==> config.mk <==
export PLATFORM = sky130hd
export DESIGN_NAME = uart_receiver_flat
export DESIGN_NICKNAME = d
export VERILOG_FILES = /design/src/rtl/uart_pkg.sv /design/src/rtl/uart_receiver_if.sv /design/src/rtl/uart_sync2.sv /design/src/rtl/uart_receiver.sv /design/src/flat_wrapper.sv
export SDC_FILE = /design/constraint.sdc
export NUM_CORES = 1
export LEC_CHECK = 0
export BUFFER_PORTS_ARGS = -buffer_cell sky130_fd_sc_hd__buf_2
export CAP_MARGIN = 20
export CORE_MARGIN = 1.5
export CORE_UTILIZATION = 50
export CTS_BUF_LIST = sky130_fd_sc_hd__clkbuf_8
export DETAILED_ROUTE_END_ITERATION = 7
export GPL_TIMING_DRIVEN = 0
export PLACE_DENSITY = 0.74
export SYNTH_ARGS = -nofsm -noshare
export SYNTH_HDL_FRONTEND = slang
export SYNTH_SLANG_ARGS = --single-unit
==> constraint.sdc <==
create_clock -name clk -period 2 [get_ports clk]
set_input_delay 0.2 -clock clk [delete_from_list [all_inputs] [get_ports clk]]
set_output_delay 0.2 -clock clk [all_outputs]
set_load 0.01 [all_outputs]
==> src/rtl/uart_pkg.sv <==
// Shared UART definitions: receive FSM state encoding and frame geometry.
// The transmit block imports this package as well.
package uart_pkg;

  localparam int unsigned UART_DATA_BITS = 8;

  typedef enum logic [1:0] {
    StIdle  = 2'd0,
    StStart = 2'd1,
    StData  = 2'd2,
    StStop  = 2'd3
  } uart_rx_state_e;

  // Last counter value of the half-bit wait that centres sampling in the start bit.
  function automatic int unsigned half_bit_last(input int unsigned clks_per_bit);
    return clks_per_bit / 2 - 1;
  endfunction

endpackage

==> src/rtl/uart_receiver_if.sv <==
// Byte-side handshake and status bundle of the UART receiver.
// Signal suffixes are named from the receiver's point of view.
interface uart_receiver_if;
  import uart_pkg::*;

  logic [UART_DATA_BITS-1:0] data_o;
  logic                      valid_o;
  logic                      ready_i;
  logic                      frame_err_o;
  logic                      overrun_o;
  logic                      busy_o;

  modport master (
    output data_o,
    output valid_o,
    input  ready_i,
    output frame_err_o,
    output overrun_o,
    output busy_o
  );

  modport slave (
    input  data_o,
    input  valid_o,
    output ready_i,
    input  frame_err_o,
    input  overrun_o,
    input  busy_o
  );

endinterface

==> src/rtl/uart_sync2.sv <==
// Generic two-flop synchroniser for asynchronous pad inputs.
// Both stages come out of reset at ResetVal so an idle line reads idle.
module uart_sync2 #(
  parameter logic ResetVal = 1'b1
) (
  input  logic clk_i,
  input  logic rst_ni,
  input  logic d_i,
  output logic q_o
);

  logic meta_q;
  logic sync_q;

  always_ff @(posedge clk_i or negedge rst_ni) begin
    if (!rst_ni) begin
      meta_q <= ResetVal;
      sync_q <= ResetVal;
    end else begin
      meta_q <= d_i;
      sync_q <= meta_q;
    end
  end

  assign q_o = sync_q;

endmodule

==> src/rtl/uart_receiver.sv <==
// 8N1 UART receive front end: synchronise, frame, mid-bit sample, and hand
// completed bytes over a single-entry valid/ready output register.
module uart_receiver
  import uart_pkg::*;
#(
  parameter int unsigned CLKS_PER_BIT = 87
) (
  input  logic            clk,
  input  logic            rst_n,
  input  logic            rx_i,
  uart_receiver_if.master rx_if
);

  localparam int unsigned CntW = $clog2(CLKS_PER_BIT);
  localparam logic [CntW-1:0] CntFull = CntW'(CLKS_PER_BIT - 1);
  localparam logic [CntW-1:0] CntHalf = CntW'(half_bit_last(CLKS_PER_BIT));
  localparam logic [CntW-1:0] CntOne  = CntW'(1);
  localparam logic [2:0]      IdxLast = 3'(UART_DATA_BITS - 1);

  logic                      rx_sync;
  logic                      rx_prev_q;
  uart_rx_state_e            state_q;
  logic [CntW-1:0]           cnt_q;
  logic [2:0]                idx_q;
  logic [UART_DATA_BITS-1:0] shift_q;
  logic [UART_DATA_BITS-1:0] data_q;
  logic                      valid_q;
  logic                      frame_err_q;
  logic                      overrun_q;
  logic                      start_edge;

  uart_sync2 #(
    .ResetVal (1'b1)
  ) u_sync (
    .clk_i  (clk),
    .rst_ni (rst_n),
    .d_i    (rx_i),
    .q_o    (rx_sync)
  );

  // Only a fresh 1->0 transition starts a frame; a line stuck low never does.
  assign start_edge = rx_prev_q & ~rx_sync;

  always_ff @(posedge clk or negedge rst_n) begin
    if (!rst_n) begin
      rx_prev_q   <= 1'b1;
      state_q     <= StIdle;
      cnt_q       <= '0;
      idx_q       <= '0;
      shift_q     <= '0;
      data_q      <= '0;
      valid_q     <= 1'b0;
      frame_err_q <= 1'b0;
      overrun_q   <= 1'b0;
    end else begin
      rx_prev_q   <= rx_sync;
      frame_err_q <= 1'b0;
      overrun_q   <= 1'b0;

      // A byte completing in the same cycle overrides this clear below.
      if (valid_q && rx_if.ready_i) begin
        valid_q <= 1'b0;
      end

      unique case (state_q)
        StIdle: begin
          if (start_edge) begin
            state_q <= StStart;
            cnt_q   <= '0;
          end
        end

        StStart: begin
          if (cnt_q == CntHalf) begin
            if (rx_sync) begin
              state_q <= StIdle;
            end else begin
              state_q <= StData;
              cnt_q   <= '0;
              idx_q   <= '0;
            end
          end else begin
            cnt_q <= cnt_q + CntOne;
          end
        end

        StData: begin
          if (cnt_q == CntFull) begin
            cnt_q   <= '0;
            shift_q <= {rx_sync, shift_q[UART_DATA_BITS-1:1]};
            if (idx_q == IdxLast) begin
              state_q <= StStop;
            end else begin
              idx_q <= idx_q + 3'd1;
            end
          end else begin
            cnt_q <= cnt_q + CntOne;
          end
        end

        StStop: begin
          if (cnt_q == CntFull) begin
            state_q <= StIdle;
            if (!rx_sync) begin
              frame_err_q <= 1'b1;
            end else if (!valid_q || rx_if.ready_i) begin
              data_q  <= shift_q;
              valid_q <= 1'b1;
            end else begin
              overrun_q <= 1'b1;
            end
          end else begin
            cnt_q <= cnt_q + CntOne;
          end
        end

        default: state_q <= StIdle;
      endcase
    end
  end

  assign rx_if.data_o      = data_q;
  assign rx_if.valid_o     = valid_q;
  assign rx_if.frame_err_o = frame_err_q;
  assign rx_if.overrun_o   = overrun_q;
  assign rx_if.busy_o      = (state_q != StIdle);

endmodule

==> src/flat_wrapper.sv <==
// flat-port wrapper written by rule: the top's interface ports become plain ports
module uart_receiver_flat import uart_pkg::*;
#(
  parameter int unsigned CLKS_PER_BIT = 87
)
  (clk, rst_n, rx_i, rx_if_data_o, rx_if_valid_o, rx_if_ready_i, rx_if_frame_err_o, rx_if_overrun_o, rx_if_busy_o);
  uart_receiver_if rx_if_i ();
  input  logic clk;
  input  logic rst_n;
  input  logic rx_i;
  output wire logic [$bits(rx_if_i.data_o)-1:0] rx_if_data_o;
  output wire logic [$bits(rx_if_i.valid_o)-1:0] rx_if_valid_o;
  input wire logic [$bits(rx_if_i.ready_i)-1:0] rx_if_ready_i;
  output wire logic [$bits(rx_if_i.frame_err_o)-1:0] rx_if_frame_err_o;
  output wire logic [$bits(rx_if_i.overrun_o)-1:0] rx_if_overrun_o;
  output wire logic [$bits(rx_if_i.busy_o)-1:0] rx_if_busy_o;
  assign rx_if_data_o = rx_if_i.data_o;
  assign rx_if_valid_o = rx_if_i.valid_o;
  assign rx_if_i.ready_i = rx_if_ready_i;
  assign rx_if_frame_err_o = rx_if_i.frame_err_o;
  assign rx_if_overrun_o = rx_if_i.overrun_o;
  assign rx_if_busy_o = rx_if_i.busy_o;
  uart_receiver #(.CLKS_PER_BIT(CLKS_PER_BIT)) u_core (.clk(clk), .rst_n(rst_n), .rx_i(rx_i), .rx_if(rx_if_i));
endmodule
==> insert_results.sql, run 1 <==
INSERT INTO impl_metrics (metric_group, metric, value, unit) VALUES
('pwr', 'total_leakage_power', '0.921', 'nW'),
('grt', 'antenna_violations_before_repair', '0', ''),
('detailed_routing', 'vias', '1138', ''),
('grt', 'grt_overflow', '0', ''),
('synthesis', 'yosys_warnings', '0', ''),
('setup_path', 'r2r_slack', '50', 'ps'),
('cts', 'cts.sink_count', '34', ''),
('finish', 'sequential_cell_area', '855', 'um^2'),
('synthesis', 'synth_cell_type_count', '36', ''),
('synthesis', 'postSynthCellCount', '130', ''),
('setup_path', 'cp_most_frequent_cell', 'sky130_fd_sc_hd__buf_6', ''),
('floorplan', 'height_of_the_die', '59.0', 'um'),
('timing', 'post-route-worst-setup-slack', '45.4', 'ps'),
('synthesis', 'synthDominantCellAreaShare', '49.4', '%'),
('pwr', 'power.sequential.fraction', '43.9', '%'),
('setup_path', 'timing_worst_setup_path_type', 'flip-flop to flip-flop', ''),
('synthesis', 'synthMostInstantiatedCell', 'sky130_fd_sc_hd__dfrtp_1', ''),
('detailed_routing', 'drtAntennaViolNets', '0', ''),
('floorplan', 'number_of_placement_rows', '20', ''),
('pwr', 'power.share.clock', '40.7', '%'),
('cts', 'clockBufferDepth', '2', ''),
('timing', 'relSlewSlack', '51.9', '%'),
('pwr', 'power.total', '1.84', 'mW'),
('setup_path', 'r2r_path_start', 'u_core.cnt_q[0]', ''),
('grt', 'global_route_wire_length_before_repair', '4830', 'um'),
('pwr', 'comb_power_share', '15.5', '%'),
('placement', 'port_buffers', '15', ''),
('floorplan', 'die_area', '0.00348', 'mm^2'),
('finish', 'fin_nets', '164', ''),
('finish', 'syn_to_final_growth', '21.1', '%'),
('synthesis', 'netlist_area_pre_place', '0.00157', 'mm^2'),
('grt', 'first_global_vias', '1063', ''),
('timing', 'report.final.slew_viol_count', '0', ''),
('outcome', 'result_of_the_run', 'finished clean', ''),
('placement', 'dp.final_hpwl', '1990', 'um'),
('timing', 'clock_skew', '6.51', 'ps'),
('setup_path', 'timing.critical_path.max_delay_family', 'simple AND/OR/NAND/NOR gates', ''),
('finish', 'antenna_cells_inserted', '0', ''),
('pwr', 'power_report.internal_total', '1.37', 'mW'),
('timing', 'worst-slew-pin-transition', '722', 'ps'),
('finish', 'final_layout_size_suffix_gt1_share', '39.5', '%'),
('synthesis', 'share_of_the_yosys_chip_area_belonging_to_registers', '54.5', '%'),
('floorplan', 'core_area', '0.00303', 'mm^2'),
('synthesis', 'synth.ff_latch_count', '34', ''),
('setup_path', 'critical_path_required', '2220', 'ps'),
('setup_path', 'timing.critical_path.to_type', 'flip-flop', ''),
('finish', 'multi_input_comb_area', '679', 'um^2'),
('setup_path', 'reg_to_reg_endpoint', 'u_core.cnt_q[3]', ''),
('detailed_routing', 'drt-initial-drc-count', '18', ''),
('hold_path', 'worstHoldStart', 'rx_if_ready_i', ''),
('grt', 'maximum_number_of_pins_on_one_net_before_global_route_repair', '35', ''),
('setup_path', 'worstPathMaxFanout', '10', ''),
('cts', 'ctsHtreeMaxLevel', '2', ''),
('placement', 'pre_cts_slack', '-40.9', 'ps'),
('floorplan', 'io_pins', '16', ''),
('floorplan', 'floorplan.die.width', '59.0', 'um'),
('timing', 'final-hold-violation-count', '0', ''),
('synthesis', 'predominant_post_synthesis_flop_cell', 'sky130_fd_sc_hd__dfrtp_1', ''),
('cts', 'tritoncts', 'done', ''),
('finish', 'filler_cell_count', '219', ''),
('detailed_routing', 'post_drt_via_cell_ratio', '5.66', ''),
('synthesis', 'post_synth_main_area_contributors', 'sky130_fd_sc_hd__dfrtp_1 49%, sky130_fd_sc_hd__mux2_2 14%, sky130_fd_sc_hd__dfstp_2 5.0%', ''),
('synthesis', 'synth.largest_area_cell', 'sky130_fd_sc_hd__dfrtp_1', ''),
('grt', 'track_usage', '18.7', '%'),
('detailed_routing', 'drcViolationCount', '0', ''),
('timing', 'post_route_fraction_of_the_period_consumed_by_the_critical_path', '97.7', '%'),
('timing', 'finalSetupViolations', '0', ''),
('synthesis', 'asyncSetResetFlopFracSynth', '100', '%'),
('timing', 'achievable-frequency', '512', 'MHz'),
('setup_path', 'reg2regPathDepth', '8', ''),
('pwr', 'ir_drop', '554', 'uV');
kinds of logic after synthesis:
family	Yosys count	share of synthesized area, %
adder cells (fa/ha/maj)	4	3.19
flip-flops	34	54.5
AO/OA/AOI/OAI	26	10.6
AND/OR/NAND/NOR	37	14.4
multiplexers	19	13.6
buffers and inverters	10	3.67
stage by stage:
step / hold WS (ps) / std cells
after floorplan: -95.6 / 130
after global placement: 286 / 189
after detailed placement: 299 / 189
after CTS: 1.50 / 200
after global routing: 285 / 201
final: 263 / 201
routing by layer:
layer / vias up / share of wire, % / global-route usage (%)
li1: 538 / - / -
met1: 576 / 45 / 23.1
met2: 18 / 50 / 31.0
met3: 6 / 3.2 / 5.90
met4: 0 / 1.7 / 6.82
met5: - / 0 / 0
power by group through the flow:
stage                     sequential (mW)  clock, mW  combinational, mW
after floorplan                     0.810          0              0.164
after global placement              0.827          0              0.206
after detailed placement            0.832          0              0.220
after global routing                0.815      0.790              0.317
after CTS                           0.803      0.764              0.272
final                               0.808      0.750              0.285
sequential cells by signal, indices dropped and copies added (netlist names), named ones only:
register / flops
u_core.rx_if.valid_o: 1
u_core.rx_if.frame_err_o: 1
u_core.shift_q: 8
u_core.u_sync.q_o: 1
u_core.u_sync.meta_q: 1
u_core.cnt_q: 7
u_core.idx_q: 3
u_core.rx_if.data_o: 8
u_core.state_q: 1
u_core.rx_if.overrun_o: 1
u_core.rx_prev_q: 1
placed cells by master (no fill, tap or decap), types with 2 or more instances in the layout:
master,netlist,layout
sky130_fd_sc_hd__nor2b_1,3,3
sky130_fd_sc_hd__nand2b_1,2,2
sky130_fd_sc_hd__bufinv_16,0,2
sky130_fd_sc_hd__and3_1,2,2
sky130_fd_sc_hd__dfrtp_1,31,31
sky130_fd_sc_hd__nand3_1,5,5
sky130_fd_sc_hd__o31ai_1,2,2
sky130_fd_sc_hd__clkbuf_8,0,5
sky130_fd_sc_hd__dlygate4sd3_1,0,2
sky130_fd_sc_hd__ha_1,4,4
sky130_fd_sc_hd__dfstp_2,3,3
sky130_fd_sc_hd__o211ai_1,3,3
sky130_fd_sc_hd__buf_4,1,3
sky130_fd_sc_hd__o21ai_0,7,7
sky130_fd_sc_hd__mux2_2,19,19
sky130_fd_sc_hd__or3_1,2,2
sky130_fd_sc_hd__buf_6,2,2
sky130_fd_sc_hd__nand4_1,3,3
sky130_fd_sc_hd__a31oi_1,3,3
sky130_fd_sc_hd__buf_2,1,16
sky130_fd_sc_hd__a21oi_1,6,5
sky130_fd_sc_hd__nand2_1,7,7
sky130_fd_sc_hd__nor2_1,3,3
sky130_fd_sc_hd__inv_1,4,4
area by class of cell:
class                      count  share of cell area [%]
sequential                    34                    45.0
multi-input combinational     86                    35.8
timing repair buffer          19                    5.80
clock buffer                   5                    3.62
clock inverter                 3                    3.62
tap                           44                    2.90
buffer                         5                    2.11
inverter                       5                    1.19
tightest hold or removal path: stages:
cell and delay, ps:
sky130_fd_sc_hd__buf_2 70, sky130_fd_sc_hd__nand2b_1 180, sky130_fd_sc_hd__nor2_1 60
timing repair:
action                                  4_1_cts  5_1_grt
gates cloned                                  0        0
pin swaps                                     0        1
buffers inserted                              2        0
endpoints found under the setup margin       15       12
resized for setup                             1        6
hold buffers                                  1        1
endpoints found under the hold margin        26        1
worst max-delay path by stage:
stage	from	end	slack (ps)	cells past startpoint
after global placement	u_core.cnt_q[0]	u_core.idx_q[1]	-6	7
after detailed placement	u_core.cnt_q[0]	u_core.cnt_q[3]	-40	8
after floorplan	u_core.cnt_q[0]	u_core.cnt_q[3]	80	8
after global routing	u_core.cnt_q[0]	u_core.shift_q[3]	-20	7
after CTS	u_core.cnt_q[0]	u_core.cnt_q[3]	40	8
final	u_core.cnt_q[0]	u_core.cnt_q[3]	50	8
(Power assumes the default switching activity.)
==> run 2, diff against run 1 <==
- CELL_PAD_IN_SITES_DETAIL_PLACEMENT: default -> 0
- CELL_PAD_IN_SITES_GLOBAL_PLACEMENT: default -> 2
- CORE_UTILIZATION: 50 -> 37
- PLACE_DENSITY: 0.74 -> 0.79
==> insert_results.sql, run 2 (same netlist as run 1, synthesis figures left out) <==
INSERT INTO impl_metrics (metric_group, metric, value, unit) VALUES
('outcome', 'result_of_the_run', 'complete, but fails checks', ''),
('outcome', 'failed_checks', 'hold timing', ''),
('floorplan', 'io_pins', '16', ''),
('placement', 'dp.final_hpwl', '2180', 'um'),
('finish', 'most_common_cell_after_layout_fill_and_taps_aside', 'sky130_fd_sc_hd__dfrtp_1', ''),
('run', 'max_cap_viol_count', '0', ''),
('timing', 'post-route-worst-setup-slack', '118', 'ps'),
('detailed_routing', 'drcViolationCount', '0', ''),
('pwr', 'ir_drop', '453', 'uV'),
('grt', 'global_route_wire_length_before_repair', '5130', 'um'),
('cts', 'ctsHoldBuffers', '0', ''),
('cts', 'cts-root-buf', 'sky130_fd_sc_hd__clkbuf_8', ''),
('finish', 'antenna_cells_inserted', '0', ''),
('finish', 'layout.core_utilization', '47.0', '%'),
('pwr', 'power_density', '989', 'mW/mm^2'),
('grt', 'grt_overflow', '0', ''),
('setup_path', 'timing.critical_path.buf_inv', '2', ''),
('timing', 'clock_skew', '5.99', 'ps'),
('cts', 'ctsHtreeMaxLevel', '2', ''),
('cts', 'cts_made_buffers', '5', ''),
('timing', 'fin_worst_hold_slack', '-23.1', 'ps'),
('floorplan', 'core_area', '0.00403', 'mm^2'),
('finish', 'filler_cell_count', '398', ''),
('cts', 'clk_pin_slew', '70', 'ps'),
('timing', 'report.final.slew_viol_count', '0', ''),
('timing', 'achievable-frequency', '531', 'MHz'),
('grt', 'maximum_number_of_pins_on_one_net_before_global_route_repair', '35', ''),
('timing', 'relSlewSlack', '49.9', '%'),
('placement', 'placed_area', '0.00171', 'mm^2'),
('timing', 'worst-slew-pin-transition', '751', 'ps'),
('detailed_routing', 'drtAntennaViolNets', '0', ''),
('floorplan', 'floorplan.die.width', '68.1', 'um'),
('setup_path', 'crit_slowest_cell', 'sky130_fd_sc_hd__or4_1', ''),
('grt', 'first_global_vias', '1084', ''),
('setup_path', 'timing.critical_path.max_delay_family', 'simple AND/OR/NAND/NOR gates', ''),
('grt', 'antenna_violations_before_repair', '0', ''),
('setup_path', 'timing.critical_path.to_type', 'flip-flop', ''),
('timing', 'post_route_fraction_of_the_period_consumed_by_the_critical_path', '94.1', '%'),
('finish', 'fin_nets', '161', ''),
('setup_path', 'cp_cell_sequence', 'inv_1 -> ha_2 -> and4bb_2 -> a32o_1 -> clkbuf_2 -> or4_1 -> a21oi_1', ''),
('hold_path', 'hold_class', 'input pin to async pin', ''),
('timing', 'finalSetupViolations', '0', ''),
('cts', 'clkLatencyLatePin', '280', 'ps'),
('detailed_routing', 'detailedRoute.firstPassIterationCount', '4', ''),
('cts', 'cts.sink_count', '34', ''),
('floorplan', 'number_of_placement_rows', '23', ''),
('timing', 'totalNegativeSetupSlack', '0', 'ps'),
('detailed_routing', 'postRouteWirelength', '3150', 'um'),
('timing', 'final-hold-violation-count', '31', ''),
('detailed_routing', 'routedWlPerCell', '15.4', 'um'),
('floorplan', 'die_area', '0.00464', 'mm^2'),
('placement', 'globalplace.congestion', '0.842', ''),
('cts', 'clockBufferDepth', '2', ''),
('detailed_routing', 'vias', '1132', ''),
('setup_path', 'timing_worst_setup_path_type', 'flip-flop to flip-flop', ''),
('finish', 'finalInstanceArea', '0.00190', 'mm^2'),
('finish', 'syn_to_final_growth', '20.8', '%'),
('finish', 'layout_common_cells', '31 x sky130_fd_sc_hd__dfrtp_1, 19 x sky130_fd_sc_hd__mux2_2, 16 x sky130_fd_sc_hd__buf_2, 7 x sky130_fd_sc_hd__nand2_1, 7 x sky130_fd_sc_hd__o21ai_0', ''),
('pwr', 'total_leakage_power', '0.909', 'nW'),
('placement', 'pre_cts_slack', '-92.2', 'ps'),
('pwr', 'power.total', '1.88', 'mW'),
('floorplan', 'height_of_the_die', '68.1', 'um'),
('placement', 'port_buffers', '15', ''),
('timing', 'grt_setup_unrepaired', 'no', ''),
('floorplan', 'initial_utilization', '38.9', '%'),
('setup_path', 'critical_path_required', '2210', 'ps'),
('detailed_routing', 'post_drt_via_cell_ratio', '5.55', ''),
('finish', 'final_layout_size_suffix_gt1_share', '40.9', '%'),
('setup_path', 'worstPathMaxFanout', '10', ''),
('setup_path', 'worst_path_largest_cell_delay', '420', 'ps'),
('cts', 'tritoncts', 'done', ''),
('setup_path', 'arrival', '2090', 'ps'),
('timing', 'shortest_clock_period_the_worst_path_allows_after_layout', '1880', 'ps'),
('setup_path', 'critical_path.startpoint_type', 'flip-flop', ''),
('grt', 'track_usage', '15.3', '%'),
('detailed_routing', 'drt-initial-drc-count', '77', '');
## run 2: cell types whose count changed in the layout (fill, tap and decap cells not counted)
cell / previous run / this run
sky130_fd_sc_hd__clkbuf_8: 5 / 6
sky130_fd_sc_hd__clkinv_4: 1 / 0
sky130_fd_sc_hd__dlygate4sd3_1: 2 / 0
sky130_fd_sc_hd__ha_2: 0 / 1
sky130_fd_sc_hd__buf_6: 2 / 1
sky130_fd_sc_hd__nor2_2: 1 / 0
sky130_fd_sc_hd__o32ai_2: 1 / 2
sky130_fd_sc_hd__ha_1: 4 / 3
sky130_fd_sc_hd__nor2_4: 0 / 1
sky130_fd_sc_hd__o32ai_1: 1 / 0
## run 2: where the power goes
group          total (mW)  internal [mW]  switching (mW)
combinational       0.290          0.124           0.166
sequential          0.807          0.747          0.0599
clock               0.779          0.532           0.247
## run 2: area by class of cell
class	count	area (um^2)	area share (%)
flip-flops and latches	34	855	45.1
multi-input cells	86	694	36.6
repair buffers	17	90.1	4.75
clock buffers	6	82.6	4.36
well taps	50	62.6	3.30
clock inverters	2	60.1	3.17
plain buffers	4	28.8	1.52
inverters	5	22.5	1.19
## run 2: stage by stage
step,cells,hold slack (ps)
after floorplan,130,-95.6
after global placement,195,297
after detailed placement,195,312
after CTS,205,8.15
after global routing,204,6.36
final,204,-23.1
## run 2: final timing paths
path,from,slack (ps),endpoint,depth (start not counted)
setup reg to reg,u_core.cnt_q[0],120,u_core.cnt_q[2],7
hold / removal,rst_n,-20,u_core.rx_if.frame_err_o,1
setup / recovery,u_core.cnt_q[0],120,u_core.cnt_q[2],7
min in group clk,rx_i,20,u_core.u_sync.meta_q,1
hold reg to reg,u_core.u_sync.meta_q,360,u_core.u_sync.q_o,0
max in group asynchronous,rst_n,1540,u_core.shift_q[7],1
## run 2: metal layers
layer  wire (um)  vias up  share of wire, %  global-route usage [%]
li1            -      525                 -                       -
met1        1400      575                44                    19.2
met2        1560       25                50                    23.7
met3         129        7               4.1                    4.44
met4          57        0               1.8                    8.50
met5           0        -                 0                       0
## run 2: what timing repair did
item,4_1_cts,5_1_grt
setup buffers,2,0
pin swaps,1,1
endpoints found under the setup margin,23,20
resized for setup,1,9
